<file path="config.mk">
export PLATFORM = sky130hd
export DESIGN_NAME = val_rdy_profile_counter
export DESIGN_NICKNAME = d
export VERILOG_FILES = /design/src/rtl/val_rdy_profile_counter.sv
export SDC_FILE = /design/constraint.sdc
export NUM_CORES = 1
export LEC_CHECK = 0
export BUFFER_PORTS_ARGS = -buffer_cell sky130_fd_sc_hd__buf_2
export CAP_MARGIN = 20
export CORE_AREA = 2 2 135 137
export DETAILED_ROUTE_END_ITERATION = 12
export DIE_AREA = 0 0 137 139
export PLACE_DENSITY = 0.75
export SYNTH_ARGS = -nofsm -noshare
export SYNTH_HDL_FRONTEND = slang
export SYNTH_SLANG_ARGS = --single-unit
</file>
<file path="constraint.sdc">
create_clock -name clk -period 4 [get_ports clk]
set_input_delay 0.8 -clock clk [delete_from_list [all_inputs] [get_ports clk]]
set_output_delay 0.8 -clock clk [all_outputs]
set_load 0.01 [all_outputs]
</file>
<file path="src/rtl/val_rdy_profile_counter.sv">
// Cycle profiler for one val/rdy handshake: IDLE/STALL/XFER saturating counters, snapshot streamed out on a val/rdy port.
// Optional macro PROFILE_TOTAL_EN appends a clipped TOTAL word (tag 3) after the XFER word.
module val_rdy_profile_counter #(
  parameter int         CNT_W = 32,
  parameter logic [7:0] ID    = 8'd0
) (
  input  logic             clk,
  input  logic             rst,
  input  logic             mon_val,
  input  logic             mon_rdy,
  input  logic             snap,
  output logic [CNT_W-1:0] out_data,
  output logic [1:0]       out_tag,
  output logic             out_sat,
  output logic [7:0]       out_id,
  output logic             out_val,
  input  logic             out_rdy,
  output logic             snap_drop
);

  typedef enum logic [2:0] {
    COUNT      = 3'd0,
    SEND_IDLE  = 3'd1,
    SEND_STALL = 3'd2,
    SEND_XFER  = 3'd3,
    SEND_TOTAL = 3'd4
  } state_t;

  localparam logic [CNT_W-1:0] CNT_MAX  = {CNT_W{1'b1}};
  localparam logic [CNT_W-1:0] CNT_ZERO = {CNT_W{1'b0}};
  localparam logic [CNT_W-1:0] CNT_ONE  = CNT_W'(1);

  state_t           state_r;
  logic [CNT_W-1:0] cnt_r [3];
  logic [2:0]       sat_r;
  logic [CNT_W-1:0] sh_stall_r;
  logic [CNT_W-1:0] sh_xfer_r;
  logic [2:1]       sh_sat_r;
  logic [CNT_W-1:0] out_data_r;
  logic [1:0]       out_tag_r;
  logic             out_sat_r;
  logic             out_val_r;
  logic             snap_drop_r;
  logic [2:0]       inc_s;
  logic             take_s;
`ifdef PROFILE_TOTAL_EN
  logic [CNT_W-1:0] sh_idle_r;
  logic             sh_sat_idle_r;
  logic [CNT_W+1:0] total_s;
  logic             clip_s;
`endif

  // Cycle classification and snapshot acceptance
  always_comb begin
    inc_s  = {mon_val && mon_rdy, mon_val && !mon_rdy, !mon_val};
    take_s = (state_r == COUNT) && snap;
`ifdef PROFILE_TOTAL_EN
    total_s = {2'b00, sh_idle_r} + {2'b00, sh_stall_r} + {2'b00, sh_xfer_r};
    clip_s  = |total_s[CNT_W+1:CNT_W];
`endif
  end

  // Live counters; the snap cycle itself opens the new window
  always_ff @(posedge clk) begin
    if (!rst) begin
      for (int i = 0; i < 3; i++) cnt_r[i] <= CNT_ZERO;
      sat_r <= 3'b000;
    end else begin
      for (int i = 0; i < 3; i++) begin
        if (take_s) begin
          cnt_r[i] <= inc_s[i] ? CNT_ONE : CNT_ZERO;
          sat_r[i] <= 1'b0;
        end else if (inc_s[i]) begin
          if (cnt_r[i] == CNT_MAX) sat_r[i] <= 1'b1;
          else                     cnt_r[i] <= cnt_r[i] + CNT_ONE;
        end else begin
          cnt_r[i] <= cnt_r[i];
        end
      end
    end
  end

  // Snapshot FSM with registered stream outputs
  always_ff @(posedge clk) begin
    if (!rst) begin
      state_r     <= COUNT;
      sh_stall_r  <= CNT_ZERO;
      sh_xfer_r   <= CNT_ZERO;
      sh_sat_r    <= 2'b00;
      out_val_r   <= 1'b0;
      out_data_r  <= CNT_ZERO;
      out_tag_r   <= 2'd0;
      out_sat_r   <= 1'b0;
      snap_drop_r <= 1'b0;
`ifdef PROFILE_TOTAL_EN
      sh_idle_r     <= CNT_ZERO;
      sh_sat_idle_r <= 1'b0;
`endif
    end else begin
      snap_drop_r <= snap && (state_r != COUNT);
      case (state_r)
        COUNT: begin
          if (take_s) begin
            sh_stall_r <= cnt_r[1];
            sh_xfer_r  <= cnt_r[2];
            sh_sat_r   <= sat_r[2:1];
`ifdef PROFILE_TOTAL_EN
            sh_idle_r     <= cnt_r[0];
            sh_sat_idle_r <= sat_r[0];
`endif
            out_val_r  <= 1'b1;
            out_data_r <= cnt_r[0];
            out_tag_r  <= 2'd0;
            out_sat_r  <= sat_r[0];
            state_r    <= SEND_IDLE;
          end
        end
        SEND_IDLE: begin
          if (out_rdy) begin
            out_data_r <= sh_stall_r;
            out_tag_r  <= 2'd1;
            out_sat_r  <= sh_sat_r[1];
            state_r    <= SEND_STALL;
          end
        end
        SEND_STALL: begin
          if (out_rdy) begin
            out_data_r <= sh_xfer_r;
            out_tag_r  <= 2'd2;
            out_sat_r  <= sh_sat_r[2];
            state_r    <= SEND_XFER;
          end
        end
        SEND_XFER: begin
          if (out_rdy) begin
`ifdef PROFILE_TOTAL_EN
            out_data_r <= clip_s ? CNT_MAX : total_s[CNT_W-1:0];
            out_tag_r  <= 2'd3;
            out_sat_r  <= clip_s || sh_sat_idle_r || (|sh_sat_r);
            state_r    <= SEND_TOTAL;
`else
            out_val_r  <= 1'b0;
            out_data_r <= CNT_ZERO;
            out_tag_r  <= 2'd0;
            out_sat_r  <= 1'b0;
            state_r    <= COUNT;
`endif
          end
        end
`ifdef PROFILE_TOTAL_EN
        SEND_TOTAL: begin
          if (out_rdy) begin
            out_val_r  <= 1'b0;
            out_data_r <= CNT_ZERO;
            out_tag_r  <= 2'd0;
            out_sat_r  <= 1'b0;
            state_r    <= COUNT;
          end
        end
`endif
        default: begin
          out_val_r <= 1'b0;
          state_r   <= COUNT;
        end
      endcase
    end
  end

  assign out_data  = out_data_r;
  assign out_tag   = out_tag_r;
  assign out_sat   = out_sat_r;
  assign out_val   = out_val_r;
  assign out_id    = ID;
  assign snap_drop = snap_drop_r;

endmodule

</file>
==> reports/results.md, run 1 <==
- ha_1 > nand3_2 > or3_1 > or4_4 > nor2_1 > o21ai_2 > buf_4 — sequence of cells on the critical path
- 1.02 ns — post-placement worst setup slack
- 687 — Iteration-0 DRC Markers
- 137 um — die width
- 0 — post-detailed-route count of antenna-violating nets
- 0 — number of antenna repair diodes
- out_data[5] — startpoint of the worst hold path
- 0.06 ns — Worst-path clk slew
- 1224 — number of standard cells in the layout, taps in and fillers out
- 204 — number of sinks on the clock net
- 0% — Post-synth ARST share
- 333 MHz — peak clock frequency supported by timing
- 96 — number of enable-type register cells in the synthesized netlist
- 49 — number of placement rows
- 204 — Yosys reg bits
- reg2reg — class of the tightest hold or removal check
- 0.65 ns — maximum cell stage delay along the critical path
- 1 — number of buffers and inverters on the critical path
- sky130_fd_sc_hd__clkbuf_16 — clock root buffer
- 17 — top fanout value on the critical path
- 0 — count of synthesis-stage warnings from yosys
- 6842 — via count of the first global-routing pass
- 0 — PostCTS Resize Cnt
- 53.1% — sequential element share of the synthesized area
- 609 nW/um^2 — power per standard cell area
- 6440 uW — Final Total Pwr
- 22.1 mm — total routed wirelength
- cnt_r[0][16] — capture instance of the worst register-to-register path
- 5.12% — GR met3 Demand/Resource
- 4.25 ns — critical path data required time
- 0 — count of unresolved DRC violations after routing
- sky130_fd_sc_hd__nand2_1 — cell with the most instances after synthesis
- sky130_fd_sc_hd__edfxtp_1 — cell taking the most area after synthesis
- 958 — cell count after synthesis
- 0.853 — global placement routability congestion
- 22 — clock buffer count from CTS
- 36.5% — met2 track demand over resource
- 0.0140 ns — final worst clock skew
- cnt_r[0][0] — beginning of the worst register-to-register path
- 17700 um^2 — core footprint
- 5 — Initial DRT Pass Iterations
- sky130_fd_sc_hd__nand2_1, sky130_fd_sc_hd__nor2_1, sky130_fd_sc_hd__dfxtp_1, sky130_fd_sc_hd__edfxtp_1, sky130_fd_sc_hd__a22o_1 — commonest cells in the netlist
- 0 ns — total negative setup slack
- 0.997 ns — setup ws final
- 0 — total count of hold-check failures in the final report
- met2 — most congested layer reported by global routing
- 1184 — cell count after placement
- 0.50 ns — clock insertion delay at the later pin of the skew report
- 23.6% — gr usage total
- 35.9 mm — global-route wire length before repair
- 0 — overall overflow remaining after global route
- 30.3% — share of the synthesized area in the top cell type
- 19000 um^2 — floorplan die area
- 18.1 um — WL per Instance
- flip-flop — element type at the critical path end
- 0 — setup repair bufs after CTS
- complete, no violations — outcome
- sky130_fd_sc_hd__edfxtp_1, sky130_fd_sc_hd__dfxtp_1, sky130_fd_sc_hd__a22o_1 — Synth area leaders
- sky130_fd_sc_hd__dfxtp_1 — most used flip-flop cell after synthesis
- 7 — path depth of the worst reg2reg path
- 42 — count of port buffers added during placement
- sky130_fd_sc_hd__or4_4 — Worst path slowest cell
- 53.8% — initial cell density of the core
- simple AND/OR/NAND/NOR gates — CP top delay family
- 1 — CTS H-tree depth
- 51 — I/O pins
- false — setup repair after global routing missed its margin
- 9500 um^2 — area of the mapped netlist
- 3.00 ns — final critical delay including setup and external delays
- 9.92 um^2 — syn avg cell area
- 15.0 mm — post-detailed-placement half-perimeter wirelength
- 10.1% — share of post-route cells with drive strength above 1
- 0 — Finish-stage setup viols
- 0.00374 uW — static leakage
- 0 — initial antenna violation count
- 0 — number of pins with negative max-slew slack in the final report
- 7153 — vias after detailed routing
- 1.13 ns — transition time at the pin with the least slew margin
- 0 — CTS hold repair buffers
- 0 — max cap viols
- 5.84 — via count normalized by instance count
- reg2reg — kind of critical path
- 11.3% — post-synthesis to final-layout area growth
- 139 um — y dimension of the die
- 329 uV — Worst VDD drop
- 67 — pin count of the biggest net entering global routing
- 3 — maximum root-to-sink buffer count
- 3.25 ns — data arrival time at the worst-slack endpoint
- out_data[5] — endpoint with the worst hold slack
- 24.6% — Max-Slew Margin vs Limit
- flip-flop — startpoint kind of the worst setup timing path
- 75.1% — Tcrit/Tclk final
- 33.6% — routing usage on met1
- 2 — number of cells traversed by the worst hold path
- 1.0 ns — slack of the worst reg-to-reg path
- 50 — Distinct cells, synth
- 995 — total number of nets in the final design
- yes — clock tree from TritonCTS
-- layout by cell type (no fill, tap or decap), types with 2 or more instances in the layout --
| cell | synthesis | routed |
|---|---|---|
| sky130_fd_sc_hd__dfxtp_1 | 108 | 108 |
| sky130_fd_sc_hd__a21oi_1 | 42 | 41 |
| sky130_fd_sc_hd__bufinv_16 | 0 | 2 |
| sky130_fd_sc_hd__clkbuf_8 | 0 | 3 |
| sky130_fd_sc_hd__conb_1 | 1 | 8 |
| sky130_fd_sc_hd__edfxtp_1 | 96 | 96 |
| sky130_fd_sc_hd__nand2_1 | 129 | 129 |
| sky130_fd_sc_hd__nor2b_1 | 2 | 2 |
| sky130_fd_sc_hd__nand3_1 | 38 | 38 |
| sky130_fd_sc_hd__or3_1 | 3 | 3 |
| sky130_fd_sc_hd__nor4_1 | 10 | 10 |
| sky130_fd_sc_hd__o21ai_0 | 33 | 31 |
| sky130_fd_sc_hd__nor3_1 | 16 | 16 |
| sky130_fd_sc_hd__nor2_1 | 112 | 111 |
| sky130_fd_sc_hd__a211oi_1 | 2 | 2 |
| sky130_fd_sc_hd__and2_1 | 2 | 2 |
| sky130_fd_sc_hd__clkbuf_16 | 0 | 23 |
| sky130_fd_sc_hd__xor2_1 | 46 | 46 |
| sky130_fd_sc_hd__a22o_1 | 66 | 66 |
| sky130_fd_sc_hd__a211o_1 | 5 | 5 |
| sky130_fd_sc_hd__and4_1 | 15 | 15 |
| sky130_fd_sc_hd__clkbuf_1 | 41 | 11 |
| sky130_fd_sc_hd__a22oi_1 | 28 | 28 |
| sky130_fd_sc_hd__ha_1 | 10 | 9 |
| sky130_fd_sc_hd__o21a_1 | 2 | 2 |
| sky130_fd_sc_hd__buf_2 | 1 | 42 |
| sky130_fd_sc_hd__a221oi_1 | 5 | 5 |
| sky130_fd_sc_hd__nand4_1 | 29 | 29 |
| sky130_fd_sc_hd__nor4_4 | 2 | 2 |
| sky130_fd_sc_hd__o21ai_2 | 0 | 2 |
| sky130_fd_sc_hd__xnor2_1 | 41 | 41 |
| sky130_fd_sc_hd__buf_4 | 11 | 13 |
| sky130_fd_sc_hd__and3_1 | 15 | 14 |
| sky130_fd_sc_hd__inv_1 | 17 | 17 |
-- registers in the layout (all words and copies together) (netlist names) --
| register | cells |
|---|---|
| state_r | 2 |
| out_tag | 2 |
| out_data | 32 |
| out_val | 1 |
| cnt_r | 96 |
| sh_xfer_r | 32 |
| sh_sat_r | 2 |
| snap_drop | 1 |
| sat_r | 3 |
| out_sat | 1 |
| sh_stall_r | 32 |
-- cell type report --
| cell class | instances | area (um^2) |
|---|---|---|
| Clock inverter | 3 | 63.8 |
| Tap cell | 229 | 287 |
| Timing Repair Buffer | 55 | 308 |
| Fill cell | 1494 | 7090 |
| Clock buffer | 37 | 658 |
| Multi-Input combinational cell | 679 | 4140 |
| Inverter | 17 | 63.8 |
| Sequential cell | 204 | 5040 |
-- worst register-to-register path, cell delays in order (launching register included) --
cell                       delay (ns)
sky130_fd_sc_hd__edfxtp_1        0.42
sky130_fd_sc_hd__ha_1            0.24
sky130_fd_sc_hd__nand3_2         0.13
sky130_fd_sc_hd__or3_1           0.59
sky130_fd_sc_hd__or4_4           0.65
sky130_fd_sc_hd__nor2_1          0.14
sky130_fd_sc_hd__o21ai_2         0.25
sky130_fd_sc_hd__buf_4           0.32
-- cells by family after synthesis --
family | Yosys count | share of synthesized area [%]
other | 1 | 0.0395
flip-flops | 204 | 53.1
AO/OA/AOI/OAI | 191 | 14.3
adder cells (fa/ha/maj) | 10 | 1.32
buffers and inverters | 82 | 4.08
AND/OR/NAND/NOR | 383 | 19.1
XOR/XNOR | 87 | 8.02
-- per-layer routing --
layer | wire length (um) | part of all wire (%) | vias up
met1 | 9880 | 45 | 3420
met2 | 10200 | 46 | 218
li1 | - | - | 3477
met5 | 0 | 0 | -
met3 | 1540 | 7.0 | 38
met4 | 494 | 2.2 | 0
-- through the flow --
stage	area (um^2)	hold WS (ns)	utilization (%)
after CTS	10600	0.452	59.9
after global routing	10600	0.470	59.9
after detailed placement	9850	0.445	55.8
final	10600	0.448	59.9
after global placement	9850	0.435	55.8
after floorplan	9530	0.426	-
-- worst max path at each step --
stage | startpoint | endpoint | depth (start not counted)
floorplan | mon_val | cnt_r[2][0] | 3
global placement | cnt_r[0][0] | cnt_r[0][17] | 7
detailed placement | cnt_r[0][0] | cnt_r[0][17] | 7
CTS | cnt_r[0][0] | cnt_r[0][19] | 7
global route | cnt_r[0][0] | cnt_r[0][19] | 7
finish | cnt_r[0][0] | cnt_r[0][16] | 7
-- report_power, final --
part	total (uW)	internal (uW)	switching [uW]
Clock	2040	1240	797
Combinational	1440	472	967
Sequential	2960	2590	360
Power figures use the tool's default switching activity.
==> run 2, diff against run 1 <==
--- a/config.mk
+++ b/config.mk
@@ -5,12 +5,13 @@
 export SDC_FILE = /design/constraint.sdc
 export NUM_CORES = 1
 export LEC_CHECK = 0
+export ABC_AREA = 1
 export BUFFER_PORTS_ARGS = -buffer_cell sky130_fd_sc_hd__buf_2
 export CAP_MARGIN = 20
-export CORE_AREA = 2 2 135 137
+export CORE_AREA = 2 2 142 144
 export DETAILED_ROUTE_END_ITERATION = 12
-export DIE_AREA = 0 0 137 139
-export PLACE_DENSITY = 0.75
+export DIE_AREA = 0 0 144 146
+export PLACE_DENSITY = 0.72
 export SYNTH_ARGS = -nofsm -noshare
 export SYNTH_HDL_FRONTEND = slang
 export SYNTH_SLANG_ARGS = --single-unit
==> constraint.sdc (replaced) <==
create_clock -name clk -period 2.8 [get_ports clk]
set_input_delay 0.56 -clock clk [delete_from_list [all_inputs] [get_ports clk]]
set_output_delay 0.56 -clock clk [all_outputs]
set_load 0.01 [all_outputs]
==> run 2 against run 1 <==
Flip-flop and latch count unchanged. Combinational power increased by 92%. First-iteration DRC count increased by 22%. Synthesized cell count increased by 49%. Cell count increased by 43%. Clock-buffer cell count decreased by 5. Setup slack got worse by 0.65 ns. Routed wire length increased by 29%.
==> reports/results.md, run 2 <==
- complete, no violations — outcome
- 5.34 — via count normalized by instance count
- 16.3 um — WL per Instance
- sky130_fd_sc_hd__clkbuf_16 — clock root buffer
- 2.67 ns — data arrival time at the worst-slack endpoint
- 0 — CTS hold repair buffers
- 0.00926 ns — final worst clock skew
- sky130_fd_sc_hd__nand2_1, sky130_fd_sc_hd__nor2_1, sky130_fd_sc_hd__inv_1, sky130_fd_sc_hd__dfxtp_1, sky130_fd_sc_hd__edfxtp_1 — commonest cells after routing, fill and taps aside
- 1747 — number of standard cells in the layout, taps in and fillers out
- state_r[0] — beginning of the worst register-to-register path
- 8627 — via count of the first global-routing pass
- cnt_r — top register by number of flip-flops
- 45.4 mm — global-route wire length before repair
- met4 — DR top layer
- 87.7% — Tcrit/Tclk final
- 1.18% — post-synthesis adder-cell area fraction
- 27.3% — share of the synthesized area in the top cell type
- sky130_fd_sc_hd__edfxtp_1 — cell taking the most area after synthesis
- 1 — CTS H-tree depth
- 840 — Iteration-0 DRC Markers
- 0 — number of pins with negative max-slew slack in the final report
- 21.2 mm — post-detailed-placement half-perimeter wirelength
- 407 MHz — peak clock frequency supported by timing
- yes — clock tree from TritonCTS
- 42 — count of port buffers added during placement
- 0.379% — multiplexer area fraction after synthesis
- 204 — Yosys reg bits
- 2.05 mm — wire length on met3
- 27.4% — gr usage total
- state_r[0] — worst setup path startpoint
- 144 um — die width
- 877 nW/um^2 — power per standard cell area
- 96 — flip-flop count of the largest register after layout
- sky130_fd_sc_hd__edfxtp_1, sky130_fd_sc_hd__dfxtp_1, sky130_fd_sc_hd__nand2_1 — Synth area leaders
- sky130_fd_sc_hd__nand2_1 — cell with the most instances after synthesis
- 43 — top fanout value on the critical path
- 2.46 ns — final critical delay including setup and external delays
- 0% — Post-synth ARST share
- 0 — count of unresolved DRC violations after routing
- 6 — Initial DRT Pass Iterations
- 0 — post-detailed-route count of antenna-violating nets
- 0 — total count of hold-check failures in the final report
- 28.4 mm — total routed wirelength
- 1481 — total number of nets in the final design
- 37 — Distinct cells, synth
- 7.39 um^2 — syn avg cell area
- 12.9 mm — DRT met1 WL
- reg2reg — kind of critical path
- 495 uV — Worst VDD drop
- in2reg — class of the tightest hold or removal check
- 21000 um^2 — floorplan die area
- 0.06 ns — Worst-path clk slew
- 96 — number of enable-type register cells in the synthesized netlist
- 0 — initial antenna violation count
- 51 — number of placement rows
- 0.00431 uW — static leakage
- 27.7% — simple-gate share of the synthesized area
- 3.01 ns — critical path data required time
- snap — startpoint of the worst hold path
- 1429 — cell count after synthesis
- 11.5% — post-synthesis to final-layout area growth
- 54.6% — initial cell density of the core
- 0 ns — total negative setup slack
- 0 — max cap viols
- flip-flop — startpoint kind of the worst setup timing path
- 9334 — vias after detailed routing
- 204 — number of sinks on the clock net
- 0 — Finish-stage setup viols
- 44 — pin count of the biggest net entering global routing
- 12.8 mm — detailed-routed wire length on met2
- 0.51 ns — clock insertion delay at the later pin of the skew report
- 146 um — y dimension of the die
- 0 — number of antenna repair diodes
- 0 — setup repair bufs after CTS
- 19300 um^2 — core footprint
- simple AND/OR/NAND/NOR gates — dominant combinational cell family by area after synthesis
- 0.957 — global placement routability congestion
- 51 — I/O pins
- 23 — clock buffer count from CTS
- 0 — overall overflow remaining after global route
- 0 — PostCTS Resize Cnt
- 1.74% — share of the synthesized netlist area taken by xor and xnor gates
- 0 — count of synthesis-stage warnings from yosys
- 3 — maximum root-to-sink buffer count
- sky130_fd_sc_hd__nand2_1 — most common library cell in the layout ignoring fill and taps
- false — setup repair after global routing missed its margin
- 1705 — cell count after placement
- 8.03% — share of post-route cells with drive strength above 1
- 11.5% — synthesized-area fraction occupied by ao, oa, aoi and oai cells
- 47.7% — sequential element share of the synthesized area
- flip-flop — element type at the critical path end
- 10600 um^2 — area of the mapped netlist
- sky130_fd_sc_hd__nand2_1, sky130_fd_sc_hd__nor2_1, sky130_fd_sc_hd__inv_1, sky130_fd_sc_hd__dfxtp_1, sky130_fd_sc_hd__edfxtp_1 — commonest cells in the netlist
- sky130_fd_sc_hd__dfxtp_1 — most used flip-flop cell after synthesis
==> run 2: layout make-up <==
| cell class | count | area [um^2] |
|---|---|---|
| sequential | 204 | 5040 |
| clock inverter | 10 | 86.3 |
| inverter | 193 | 724 |
| timing repair buffer | 59 | 363 |
| fill | 1785 | 7560 |
| tap | 265 | 332 |
| clock buffer | 32 | 703 |
| multi-input combinational | 984 | 4520 |
==> run 2: where the power goes <==
| part | switching [uW] | internal, uW | total (uW) |
|---|---|---|---|
| combinational | 1900 | 869 | 2770 |
| sequential | 525 | 3940 | 4460 |
| clock | 1240 | 1860 | 3090 |
| total | 3670 | 6660 | 10300 |
==> run 2: metrics by stage <==
| step | cell area, um^2 | power, uW | util, % | setup WS, ns | hold slack (ns) |
|---|---|---|---|---|---|
| floorplan | 10600 | 6260 | - | 0.305 | 0.431 |
| global placement | 11000 | 7200 | 56.8 | 0.469 | 0.446 |
| detailed placement | 11000 | 7240 | 56.8 | 0.368 | 0.449 |
| CTS | 11800 | 10300 | 60.9 | 0.365 | 0.315 |
| global route | 11800 | 10900 | 60.9 | 0.152 | 0.333 |
| finish | 11800 | 10300 | 60.9 | 0.344 | 0.327 |
==> run 2: path summary, 6_finish.rpt <==
path,end,slack [ns],depth (start not counted)
max,cnt_r[0][6],0.34,10
min,snap_drop,0.33,3
min reg2reg,sat_r[0],0.46,2
max reg2reg,cnt_r[0][6],0.34,10
==> run 2: critical path, cell delays in order (launching register included) <==
cell                      delay [ns]
sky130_fd_sc_hd__dfxtp_1        0.36
sky130_fd_sc_hd__inv_1          0.15
sky130_fd_sc_hd__ha_1           0.24
sky130_fd_sc_hd__nand2_1        0.15
sky130_fd_sc_hd__nand2_2        0.17
sky130_fd_sc_hd__buf_4          0.41
sky130_fd_sc_hd__inv_1          0.19
sky130_fd_sc_hd__nand2_1        0.10
sky130_fd_sc_hd__nand2_1        0.06
sky130_fd_sc_hd__inv_1          0.10
sky130_fd_sc_hd__buf_12         0.22
==> run 2: per-layer routing <==
metal | up-vias | GRT usage (%)
li1 | 4676 | -
met1 | 4274 | 39.9
met2 | 333 | 42.8
met3 | 51 | 4.18
met4 | 0 | 6.76
met5 | - | 0
==> run 2: cell families after synthesis <==
logic type | Yosys count
and+or+nand+nor | 721
muxes | 4
xor gates and xnor gates | 21
DFF | 204
buffers and inverters | 248
AOI/OAI and AO/OA | 220
other | 1
adders and majority gates | 10
